[src/rtl/rsa_block_sequencer_pkg.sv]
// rtl/rsa_block_sequencer_pkg.sv - shared types, width defaults and watchdog limit for the RSA block sequencer
package rsa_block_sequencer_pkg;

    localparam int DEF_WIDTH_DEG   = 8;
    localparam int DEF_WIDTH_N     = 8;
    localparam int DEF_WIDTH_MSG_I = 8;
    localparam int DEF_FIFO_DEPTH  = 4;

    typedef enum logic [2:0] {
        IDLE,
        CHECK,
        LOAD,
        RUN,
        DONE
    } state_t;

    // Longest legal run is 2**WIDTH_DEG-1 enabel cycles; allow a small margin before giving up.
    function automatic int watchdog_max(input int width_deg);
        return (1 << width_deg) + 2;
    endfunction

    // Counter width that can hold watchdog_max(width_deg).
    function automatic int watchdog_width(input int width_deg);
        return width_deg + 2;
    endfunction

endpackage

[src/rtl/rsa_block_sequencer_if.sv]
// rtl/rsa_block_sequencer_if.sv - message input stream and result output stream of the sequencer
interface rsa_block_sequencer_if #(
    parameter int WIDTH_MSG_I = 8,
    parameter int WIDTH_N     = 8
);

    logic [WIDTH_MSG_I-1:0] s_data;
    logic                   s_valid;
    logic                   s_ready;

    logic [WIDTH_N-1:0]     m_data;
    logic                   m_err;
    logic                   m_valid;
    logic                   m_ready;

    // Producer of messages and consumer of results.
    modport master (
        output s_data,
        output s_valid,
        input  s_ready,
        input  m_data,
        input  m_err,
        input  m_valid,
        output m_ready
    );

    // The sequencer itself.
    modport slave (
        input  s_data,
        input  s_valid,
        output s_ready,
        output m_data,
        output m_err,
        output m_valid,
        input  m_ready
    );

endinterface

[src/rtl/rsa_block_sequencer_word_fifo.sv]
// rtl/rsa_block_sequencer_word_fifo.sv - synchronous word FIFO buffering messages ahead of the core
module rsa_word_fifo #(
    parameter int DEPTH = 4,
    parameter int WIDTH = 8,
    localparam int AW   = (DEPTH > 1) ? $clog2(DEPTH) : 1
) (
    input  logic             clk,
    input  logic             rst_n,
    input  logic             push,
    input  logic [WIDTH-1:0] push_data,
    input  logic             pop,
    output logic [WIDTH-1:0] pop_data,
    output logic             full,
    output logic             empty,
    output logic [AW:0]      count
);

    logic [WIDTH-1:0] mem [DEPTH];
    logic [AW:0]      wr_ptr;
    logic [AW:0]      rd_ptr;
    logic             do_push;
    logic             do_pop;

    // Pointers carry one wrap bit so full and empty are distinguishable.
    assign count    = wr_ptr - rd_ptr;
    assign full     = (count == (AW + 1)'(DEPTH));
    assign empty    = (count == '0);
    assign do_push  = push & ~full;
    assign do_pop   = pop & ~empty;
    assign pop_data = mem[rd_ptr[AW-1:0]];

    // Advance read and write pointers; a simultaneous push and pop both take effect.
    always_ff @(posedge clk or negedge rst_n) begin
        if (!rst_n) begin
            wr_ptr <= '0;
            rd_ptr <= '0;
        end else begin
            if (do_push) begin
                wr_ptr <= wr_ptr + 1'b1;
            end
            if (do_pop) begin
                rd_ptr <= rd_ptr + 1'b1;
            end
        end
    end

    // Storage array needs no reset; only words behind the write pointer are ever read.
    always_ff @(posedge clk) begin
        if (do_push) begin
            mem[wr_ptr[AW-1:0]] <= push_data;
        end
    end

endmodule

[src/rtl/rsa_block_sequencer.sv]
// rtl/rsa_block_sequencer.sv - front/back-end controller feeding words to the modular-exponentiation core
module rsa_block_sequencer
    import rsa_block_sequencer_pkg::*;
#(
    parameter int WIDTH_DEG   = DEF_WIDTH_DEG,
    parameter int WIDTH_N     = DEF_WIDTH_N,
    parameter int WIDTH_MSG_I = DEF_WIDTH_MSG_I,
    parameter int FIFO_DEPTH  = DEF_FIFO_DEPTH
) (
    input  logic                   clk,
    input  logic                   rst_n,

    input  logic                   key_load,
    input  logic [WIDTH_DEG-1:0]   key_e,
    input  logic [WIDTH_N-1:0]     key_n,
    output logic                   key_busy,

    rsa_block_sequencer_if.slave   bus,

    output logic                   core_enabel,
    output logic                   core_start,
    output logic [WIDTH_MSG_I-1:0] core_in,
    output logic [WIDTH_DEG-1:0]   core_degree,
    output logic [WIDTH_N-1:0]     core_n,
    input  logic [WIDTH_N-1:0]     core_out,
    input  logic                   core_down
);

    localparam int CW     = WIDTH_MSG_I + WIDTH_N;
    localparam int WD_MAX = watchdog_max(WIDTH_DEG);
    localparam int WD_W   = watchdog_width(WIDTH_DEG);
    localparam int FAW    = (FIFO_DEPTH > 1) ? $clog2(FIFO_DEPTH) : 1;

    state_t                 state;
    state_t                 state_next;

    logic [WIDTH_DEG-1:0]   e_r;
    logic [WIDTH_N-1:0]     n_r;
    logic [WIDTH_MSG_I-1:0] msg_r;
    logic [WD_W-1:0]        wd_cnt;

    logic [WIDTH_N-1:0]     m_data_r;
    logic                   m_err_r;
    logic                   m_valid_r;

    logic                   fifo_push;
    logic                   fifo_pop;
    logic [WIDTH_MSG_I-1:0] fifo_head;
    logic                   fifo_full;
    logic                   fifo_empty;
    logic [FAW:0]           fifo_count;

    logic [CW-1:0]          msg_ext;
    logic [CW-1:0]          n_ext;
    logic [CW-1:0]          rem_ext;
    logic                   msg_too_big;
    logic                   wd_expired;

    logic                   result_load;
    logic [WIDTH_N-1:0]     result_data;
    logic                   result_err;

    // Held at 0 during reset so nothing upstream believes a word was taken.
    assign bus.s_ready = rst_n & ~fifo_full;
    assign fifo_push   = bus.s_valid & bus.s_ready;

    rsa_word_fifo #(
        .DEPTH (FIFO_DEPTH),
        .WIDTH (WIDTH_MSG_I)
    ) u_fifo (
        .clk       (clk),
        .rst_n     (rst_n),
        .push      (fifo_push),
        .push_data (bus.s_data),
        .pop       (fifo_pop),
        .pop_data  (fifo_head),
        .full      (fifo_full),
        .empty     (fifo_empty),
        .count     (fifo_count)
    );

    // The key may only change when no word is in flight or waiting, so every result uses one key.
    assign key_busy    = (state != IDLE) || (fifo_count != '0);
    assign core_degree = e_r;
    assign core_n      = n_r;
    assign core_in     = msg_r;
    assign core_start  = (state == LOAD);
    assign core_enabel = (state == RUN);

    assign bus.m_data  = m_data_r;
    assign bus.m_err   = m_err_r;
    assign bus.m_valid = m_valid_r;

    // Compare and reduce in a common width so unequal message/modulus widths stay correct.
    assign msg_ext     = CW'(msg_r);
    assign n_ext       = CW'(n_r);
    assign msg_too_big = (msg_ext >= n_ext);
    assign rem_ext     = (n_ext == '0) ? '0 : (msg_ext % n_ext);
    assign wd_expired  = (wd_cnt == WD_W'(WD_MAX - 1));

    // Next-state and result selection for the word sequencer.
    always_comb begin
        state_next  = state;
        fifo_pop    = 1'b0;
        result_load = 1'b0;
        result_data = '0;
        result_err  = 1'b0;
        case (state)
            IDLE: begin
                if (!fifo_empty && !m_valid_r) begin
                    fifo_pop   = 1'b1;
                    state_next = CHECK;
                end
            end
            CHECK: begin
                if (msg_too_big) begin
                    result_load = 1'b1;
                    result_err  = 1'b1;
                    state_next  = DONE;
                end else if (e_r == '0) begin
                    result_load = 1'b1;
                    result_data = (n_r == WIDTH_N'(1)) ? '0 : WIDTH_N'(1);
                    state_next  = DONE;
                end else if (e_r == WIDTH_DEG'(1)) begin
                    result_load = 1'b1;
                    result_data = WIDTH_N'(rem_ext);
                    state_next  = DONE;
                end else begin
                    state_next = LOAD;
                end
            end
            LOAD: begin
                state_next = RUN;
            end
            RUN: begin
                if (core_down) begin
                    result_load = 1'b1;
                    result_data = core_out;
                    state_next  = DONE;
                end else if (wd_expired) begin
                    result_load = 1'b1;
                    result_err  = 1'b1;
                    state_next  = DONE;
                end
            end
            DONE: begin
                if (m_valid_r && bus.m_ready) begin
                    state_next = IDLE;
                end
            end
            default: begin
                state_next = IDLE;
            end
        endcase
    end

    // Sequencer state register.
    always_ff @(posedge clk or negedge rst_n) begin
        if (!rst_n) begin
            state <= IDLE;
        end else begin
            state <= state_next;
        end
    end

    // Capture the head word as it leaves the FIFO; it stays on core_in until the next pop.
    always_ff @(posedge clk or negedge rst_n) begin
        if (!rst_n) begin
            msg_r <= '0;
        end else if (fifo_pop) begin
            msg_r <= fifo_head;
        end
    end

    // Key registers; a load request while busy is dropped, not deferred.
    always_ff @(posedge clk or negedge rst_n) begin
        if (!rst_n) begin
            e_r <= '0;
            n_r <= '0;
        end else if (key_load && !key_busy) begin
            e_r <= key_e;
            n_r <= key_n;
        end
    end

    // Watchdog counts cycles spent in RUN and restarts from zero for every run.
    always_ff @(posedge clk or negedge rst_n) begin
        if (!rst_n) begin
            wd_cnt <= '0;
        end else if (state == RUN) begin
            wd_cnt <= wd_cnt + 1'b1;
        end else begin
            wd_cnt <= '0;
        end
    end

    // Result register: loaded once per word, held valid until the consumer accepts it.
    always_ff @(posedge clk or negedge rst_n) begin
        if (!rst_n) begin
            m_data_r  <= '0;
            m_err_r   <= 1'b0;
            m_valid_r <= 1'b0;
        end else if (result_load) begin
            m_data_r  <= result_data;
            m_err_r   <= result_err;
            m_valid_r <= 1'b1;
        end else if (m_valid_r && bus.m_ready) begin
            m_valid_r <= 1'b0;
        end
    end

endmodule
[src/flat_wrapper.sv]
// flat-port wrapper written by rule: the top's interface ports become plain ports
module rsa_block_sequencer_flat import rsa_block_sequencer_pkg::*;
#(
    parameter int WIDTH_DEG   = DEF_WIDTH_DEG,
    parameter int WIDTH_N     = DEF_WIDTH_N,
    parameter int WIDTH_MSG_I = DEF_WIDTH_MSG_I,
    parameter int FIFO_DEPTH  = DEF_FIFO_DEPTH
)
  (clk, rst_n, key_load, key_e, key_n, key_busy, core_enabel, core_start, core_in, core_degree, core_n, core_out, core_down, bus_s_data, bus_s_valid, bus_s_ready, bus_m_data, bus_m_err, bus_m_valid, bus_m_ready);
  rsa_block_sequencer_if #(.WIDTH_MSG_I(WIDTH_MSG_I), .WIDTH_N(WIDTH_N)) bus_i ();
  input  logic clk;
  input  logic rst_n;
  input  logic key_load;
  input  logic [WIDTH_DEG-1:0] key_e;
  input  logic [WIDTH_N-1:0] key_n;
  output logic key_busy;
  output logic core_enabel;
  output logic core_start;
  output logic [WIDTH_MSG_I-1:0] core_in;
  output logic [WIDTH_DEG-1:0] core_degree;
  output logic [WIDTH_N-1:0] core_n;
  input  logic [WIDTH_N-1:0] core_out;
  input  logic core_down;
  input wire logic [$bits(bus_i.s_data)-1:0] bus_s_data;
  input wire logic [$bits(bus_i.s_valid)-1:0] bus_s_valid;
  output wire logic [$bits(bus_i.s_ready)-1:0] bus_s_ready;
  output wire logic [$bits(bus_i.m_data)-1:0] bus_m_data;
  output wire logic [$bits(bus_i.m_err)-1:0] bus_m_err;
  output wire logic [$bits(bus_i.m_valid)-1:0] bus_m_valid;
  input wire logic [$bits(bus_i.m_ready)-1:0] bus_m_ready;
  assign bus_i.s_data = bus_s_data;
  assign bus_i.s_valid = bus_s_valid;
  assign bus_s_ready = bus_i.s_ready;
  assign bus_m_data = bus_i.m_data;
  assign bus_m_err = bus_i.m_err;
  assign bus_m_valid = bus_i.m_valid;
  assign bus_i.m_ready = bus_m_ready;
  rsa_block_sequencer #(.WIDTH_DEG(WIDTH_DEG), .WIDTH_N(WIDTH_N), .WIDTH_MSG_I(WIDTH_MSG_I), .FIFO_DEPTH(FIFO_DEPTH)) u_core (.clk(clk), .rst_n(rst_n), .key_load(key_load), .key_e(key_e), .key_n(key_n), .key_busy(key_busy), .bus(bus_i), .core_enabel(core_enabel), .core_start(core_start), .core_in(core_in), .core_degree(core_degree), .core_n(core_n), .core_out(core_out), .core_down(core_down));
endmodule
[config.mk]
export PLATFORM = sky130hd
export DESIGN_NAME = rsa_block_sequencer_flat
export DESIGN_NICKNAME = d
export VERILOG_FILES = /design/src/rtl/rsa_block_sequencer_pkg.sv /design/src/rtl/rsa_block_sequencer_if.sv /design/src/rtl/rsa_block_sequencer_word_fifo.sv /design/src/rtl/rsa_block_sequencer.sv /design/src/flat_wrapper.sv
export SDC_FILE = /design/constraint.sdc
export NUM_CORES = 1
export LEC_CHECK = 0
export CAP_MARGIN = 5
export CORE_ASPECT_RATIO = 2
export CORE_MARGIN = 4
export CORE_UTILIZATION = 55
export DETAILED_ROUTE_END_ITERATION = 7
export PLACE_DENSITY = 0.79
export RECOVER_POWER = 100
export SYNTH_ARGS = -nofsm -noshare
export SYNTH_HDL_FRONTEND = slang
export SYNTH_SLANG_ARGS = --single-unit
[constraint.sdc]
create_clock -name clk -period 27.6 [get_ports clk]
set_clock_uncertainty 0.15 [all_clocks]
set_input_delay 5.52 -clock clk [delete_from_list [all_inputs] [get_ports clk]]
set_output_delay 5.52 -clock clk [all_outputs]
set_load 0.02 [all_outputs]
# Yosys cells after proc, flatten, opt, wreduce, memory -nomap -nowiden
# Memories as Yosys holds them, arrays and structs flattened. A register that Yosys moved wholly into a read port is not among the register bits.
# Index checks and enable logic that the tools add are counted.
# word_totals
regBits,45
latchBits,0
ram_bits,32
mem_bits_ro,0
in_bits,38
out_inout_bits,38
elab_cells,80
mem_count,1
# op_classes
add_sub_neg,4
n_mul,0
n_div,1
n_lt_le_gt_ge,1
n_eq_ne,11
shift,0
muxes,31
bitwise_logic,6
reduce_logical,16
# memory_table
memory,words,width,read_ports,rd_ports_with_merged_regs,write_ports,line_no,source
u_core.u_fifo.mem,4,8,1,1,1,rsa_block_sequencer_word_fifo.sv:18,logic [WIDTH-1:0] mem [DEPTH];
# op_table
op,n
two-way mux 8 bit,5
two-way mux 3 bit,7
"== test 8 x 1 -> 1 bit, second input constant",2
logical NOT 16 bit,1
remainder unit 8 x 8 -> 16 bit,1
case mux 8 bit (2 select lines),1
case mux 3 bit (5 select lines),1
two-way mux 1 bit,14
"adder 10 x 1 -> 10 bit, second input constant",1
"== test 10 x 9 -> 1 bit, second input constant",1
two-way mux 10 bit,1
greater-or-equal comparator 8 bit,1
logical NOT 8 bit,1
"adder 3 x 1 -> 3 bit, second input constant",2
"== test 3 x 2 -> 1 bit, second input constant",2
"== test 3 bit, second input constant",2
logical NOT 3 bit,2
nonzero test 3 bit,2
bitwise AND 1 bit,4
logical NOT 1 bit,4
"!= test 2 x 1 -> 1 bit, second input constant",2
case mux 1 bit (2 select lines),2
"== test 3 x 1 -> 1 bit, second input constant",1
logical AND 1 bit,3
6 further kinds,7

# Depth between registers and ports, before layout
# depth
word_depth,8
mapped_depth,155
mapped_depth_nobuf,146

# Cells and area by module
# From an unflattened synthesis, not the netlist that was laid out.
# hier_totals
cells_unflattened,1063
area_unflattened_um2,9481.6
# modules_own_cells
mod,instances,cells_each,area_per_inst_um2
rsa_block_sequencer,1,978,7880.1
rsa_word_fifo,1,85,1601.5

# Least setup slack after synthesis
# Ideal clock, no wire load.
# synth_path
path_kind,reg2reg
start,reg u_core.n_r[7] (netlist: u_core.core_n[7])
end,reg u_core.m_data_r[1] (netlist: u_core.bus.m_data[1])
setup_ns,0.077
arrival_ns,29.772
t_required_ns,27.373
slack_ns,-2.399
stages_incl_launch_ff,144
period_less_slack_ns,29.999
cell_sequence,dfrtp_1 buf_6 nor4_4 nand3_1 nor2_1 ha_1 o21ai_0 nand2b_1 or3_1 o31ai_1 ha_1 o211ai_1 nand3b_1 a2111o_1 nand2_1 ha_1 o21a_1 o22a_1 [... 108 more ...] o211ai_1 and4b_1 clkbuf_1 o21ai_0 ha_1 nor2b_1 o21ai_0 nand2b_1 a21o_1 a21oi_1 o21ai_0 a21o_1 a21oi_1 o21ai_0 a211o_1 a211oi_4 mux2_4 o21ai_1
# synth_between
elab_chain_len,6
elab_cells_between_ends,10
classes_between,div (1); order compare (1); mux (7); reduce/logical (1)
# synth_lines
item,line_no,source
"start, declared",rsa_block_sequencer.sv:38,logic [WIDTH_N-1:0] n_r;
"start signal, assigned",rsa_block_sequencer.sv:182,n_r <= key_n;
remainder unit 8 x 8 -> 16 bit or logical NOT 16 bit (tied branches),rsa_block_sequencer.sv:98,assign rem_ext = (n_ext == '0) ? '0 : (msg_ext % n_ext);
two-way mux 8 bit,rsa_block_sequencer.sv:98,
two-way mux 8 bit,rsa_block_sequencer.sv:124,end else if (e_r == WIDTH_DEG'(1)) begin
two-way mux 8 bit,rsa_block_sequencer.sv:120,end else if (e_r == '0) begin
two-way mux 8 bit,rsa_block_sequencer.sv:116,if (msg_too_big) begin
case mux 8 bit (2 select lines),rsa_block_sequencer.sv:108,case (state)
"end signal, assigned",rsa_block_sequencer.sv:204,m_data_r <= result_data;
"end, declared",rsa_block_sequencer.sv:42,logic [WIDTH_N-1:0] m_data_r;
# Several ways; a longest one is shown, not always the timed one.
# A chain may end at the register's enable or synchronous reset.

# Worst setup path after layout
# layout_path
start,"reg u_core.msg_r[2] (netlist: u_core.core_in[2]), read port of u_core.u_fifo.mem"
end,reg u_core.m_data_r[1] (netlist: u_core.bus.m_data[1])
# layout_between
elab_chain_len,6
elab_cells_between_ends,9
classes_between,div (1); order compare (1); mux (7)
# layout_lines
item,line_no,source
"start, declared",rsa_block_sequencer.sv:39,logic [WIDTH_MSG_I-1:0] msg_r;
remainder unit 8 x 8 -> 16 bit,rsa_block_sequencer.sv:98,
two-way mux 8 bit,rsa_block_sequencer.sv:98,
two-way mux 8 bit,rsa_block_sequencer.sv:124,
two-way mux 8 bit,rsa_block_sequencer.sv:120,
two-way mux 8 bit,rsa_block_sequencer.sv:116,
case mux 8 bit (2 select lines),rsa_block_sequencer.sv:108,
# Several ways; a longest one is shown, not always the timed one.

==> run metrics <==
Main synth FF type dfrtp_1; Hold Buf Count CTS 0; failing checks max-capacitance violations, max-slew violations, negative setup slack; Vias/cell 6.65; critical path's top delay family compound AO/OA/AOI/OAI gates; die area 19400 um^2; diode count 0; Final Non-Filler Cells 1530; Max Freq 0.0354 GHz; Syn-to-layout area delta 35.4%; Die Y 193 um; worst r2r path cells 142; placed cell count 1434; Core Area 16800 um^2; DP Worst Slack -733 ps; IO Pins 76; global-route wire length before repair 48.7 mm; flip-flop and latch count after synthesis 85; H-tree depth 3; Area after DPL 11300 um^2; design area 12800 um^2; critical path type flop to flop; startpoint of the worst hold path u_core.u_fifo.rd_ptr[2]$_DFFE_PN0P_; maximum root-to-sink buffer count 2; post-layout net count 1474; RR Startpoint u_core.core_in[2]$_DFFE_PN0P_; pin count of the biggest net entering global routing 38; Hold Crit Class flop to flop; total CTS buffers 9; Overflow after GRT 0; DRC 0; FP Rows 67; Cells after Synth 1077; Register Area 2290 um^2; CP peak stage delay 450 ps; HPWL Detailed 22.2 mm; CP arrival 28390 ps; WL/cell 21.4 um; worst skew pair latency 340 ps; max-slew violations 56; Final min period 28270 ps; remaining antenna violation count 0; WHS Path Cells 1; Die W 101 um; Seq/Total Area, Yosys 24.3%; IO buf count 75; post-synthesis async set-or-reset flop share 62.4%; multi-input logic area 7720 um^2; syn avg cell area 8.75 um^2; initial antenna violation count 0; reg2reg setup slack -670 ps; normalized max-slew margin -43.9%; Final setup viols 8; commonest non-fill, non-tap cell in the layout buf_4; Iteration-0 DRC Markers 559; max-cap violation count 2; outcome finished with violations; yosys warns 0; Final Cycle Share 102%; share of layout cells above drive strength 1 29.2%; gr usage total 31.2%; Fill cells 1101; Slew @ Worst Pin 2150 ps; worst setup margin -670 ps; RSZ-0062 raised after global routing true; post-synth cell types 89; most used cell along the critical path o21a_1; vias in the first global route 10500; mapped cell area 9420 um^2; largest fanout on the critical path 8; Worst Path Required 27720 ps; Root Driver clkbuf_16; Setup crit start kind flop; WHS Endpoint u_core.u_fifo.rd_ptr[2]$_DFFE_PN0P_; CTS tree yes; setup_tns -4800 ps; Max stage delay cell, worst path dfrtp_2; Reg-to-Reg End u_core.bus.m_data[1]$_DFFE_PN0P_; most frequent cells in the layout buf_4 (164), ha_1 (98), nand2_1 (86), nor2_1 (78), dfrtp_1 (50); Hold Fails Final Rpt 0; final WL 32.7 mm; starting density of the core 56.2%; CP Buf/Inv Count 6; Worst-path clk slew 60 ps; clk sink count 85; EDFF count, synth 32; router iterations before antenna repair 5; CP Capture Type flop; vias 10200; routability congestion estimate 0.947
[registers in the layout, indices dropped and copies added (netlist names)]
name / count
u_core.u_fifo.mem: 32
u_core.wd_cnt: 10
u_core.bus.m_data: 8
u_core.core_degree: 8
u_core.core_in: 8
u_core.core_n: 8
u_core.state: 3
u_core.u_fifo.rd_ptr: 3
u_core.u_fifo.wr_ptr: 3
u_core.bus.m_err: 1
u_core.bus.m_valid: 1
[worst register-to-register path, delay by kind of cell, from the launching register on]
| family | cells | cell delay, ps |
|---|---|---|
| AOI/OAI and AO/OA | 80 | 15010 |
| and+or+nand+nor | 33 | 5880 |
| adders and majority gates | 15 | 3760 |
| muxes | 8 | 2180 |
| buffers and inverters | 6 | 800 |
| DFF | 1 | 450 |
[stage by stage]
step                hold slack [ps]  util (%)
floorplan                       309         -
global placement                325      67.5
detailed placement              335      67.5
CTS                             346      71.1
global route                    369      76.1
finish                          341      76.1
[cell usage after synthesis (8+ instances only)]
cell / number / area, um^2
ha_1: 117 / 1460
nand2_1: 96 / 360
nor2_1: 84 / 315
o21ai_0: 57 / 285
a21oi_1: 54 / 270
dfrtp_1: 53 / 1330
nor3_1: 49 / 245
mux2_2: 45 / 507
o21a_1: 43 / 323
inv_1: 34 / 128
xnor2_1: 33 / 289
edfxtp_1: 32 / 961
nand3_1: 27 / 135
a21o_1: 22 / 165
xor2_1: 21 / 184
clkbuf_1: 19 / 71.3
o31ai_1: 19 / 143
mux2i_1: 18 / 180
nand2b_1: 16 / 100
or3_1: 15 / 93.8
o211ai_1: 14 / 105
nand4_1: 13 / 81.3
and2_1: 12 / 75.1
nor4_1: 12 / 75.1
nor2b_1: 11 / 68.8
o21ai_1: 11 / 55.1
a31oi_1: 10 / 62.6
a211oi_1: 8 / 60.1
mux4_2: 8 / 180
[kinds of logic (layout without fill, tap and decap cells)]
logic type,after synthesis,in the layout,share of synthesized area [%]
xor+xnor,54,54,5.02
fa+ha+maj,119,119,15.9
buf+inv,61,299,2.58
flops,85,85,24.3
other cells,1,8,0.0398
mux,74,74,9.64
compound gates,299,300,21.9
simple gates,384,384,20.7
[worst max-delay path by stage]
stage | start | end | slack [ps] | cells past startpoint
finish | u_core.core_in[2]$_DFFE_PN0P_ | u_core.bus.m_data[1]$_DFFE_PN0P_ | -670 | 142
global route | u_core.core_in[2]$_DFFE_PN0P_ | u_core.bus.m_data[1]$_DFFE_PN0P_ | -1910 | 139
detailed placement | u_core.core_n[0]$_DFFE_PN0P_ | u_core.bus.m_data[3]$_DFFE_PN0P_ | -730 | 141
CTS | u_core.core_in[7]$_DFFE_PN0P_ | u_core.bus.m_data[0]$_DFFE_PN0P_ | -210 | 145
floorplan | u_core.core_n[6]$_DFFE_PN0P_ | u_core.bus.m_data[1]$_DFFE_PN0P_ | 20 | 143
global placement | u_core.core_n[0]$_DFFE_PN0P_ | u_core.bus.m_data[1]$_DFFE_PN0P_ | -380 | 143
[per-layer routing]
metal | track usage (%) | up-vias | part of all wire, %
met5 | 0 | - | 0
met4 | 23.2 | 0 | 9.6
met3 | 3.75 | 254 | 5.1
met2 | 61.6 | 521 | 54
met1 | 27.7 | 4835 | 31
li1 | - | 4571 | -
[timing repair]
item	in CTS	in global routing
gates resized for setup	21	104
pin swaps	20	87
gates cloned	1	2
hold endpoints to repair	0	0
setup buffers	31	47
setup endpoints to repair	8	8
[layout make-up]
class / instances / share of cell area [%]
multi-input combinational: 939 / 60.5
clock buffer: 12 / 2.01
sequential: 85 / 18.0
inverter: 35 / 1.08
tap: 207 / 2.03
clock inverter: 4 / 0.235
timing repair buffer: 248 / 16.2
Power is not shown: default switching activity piles up to over one toggle a cycle in this logic, so the estimate is an artifact.
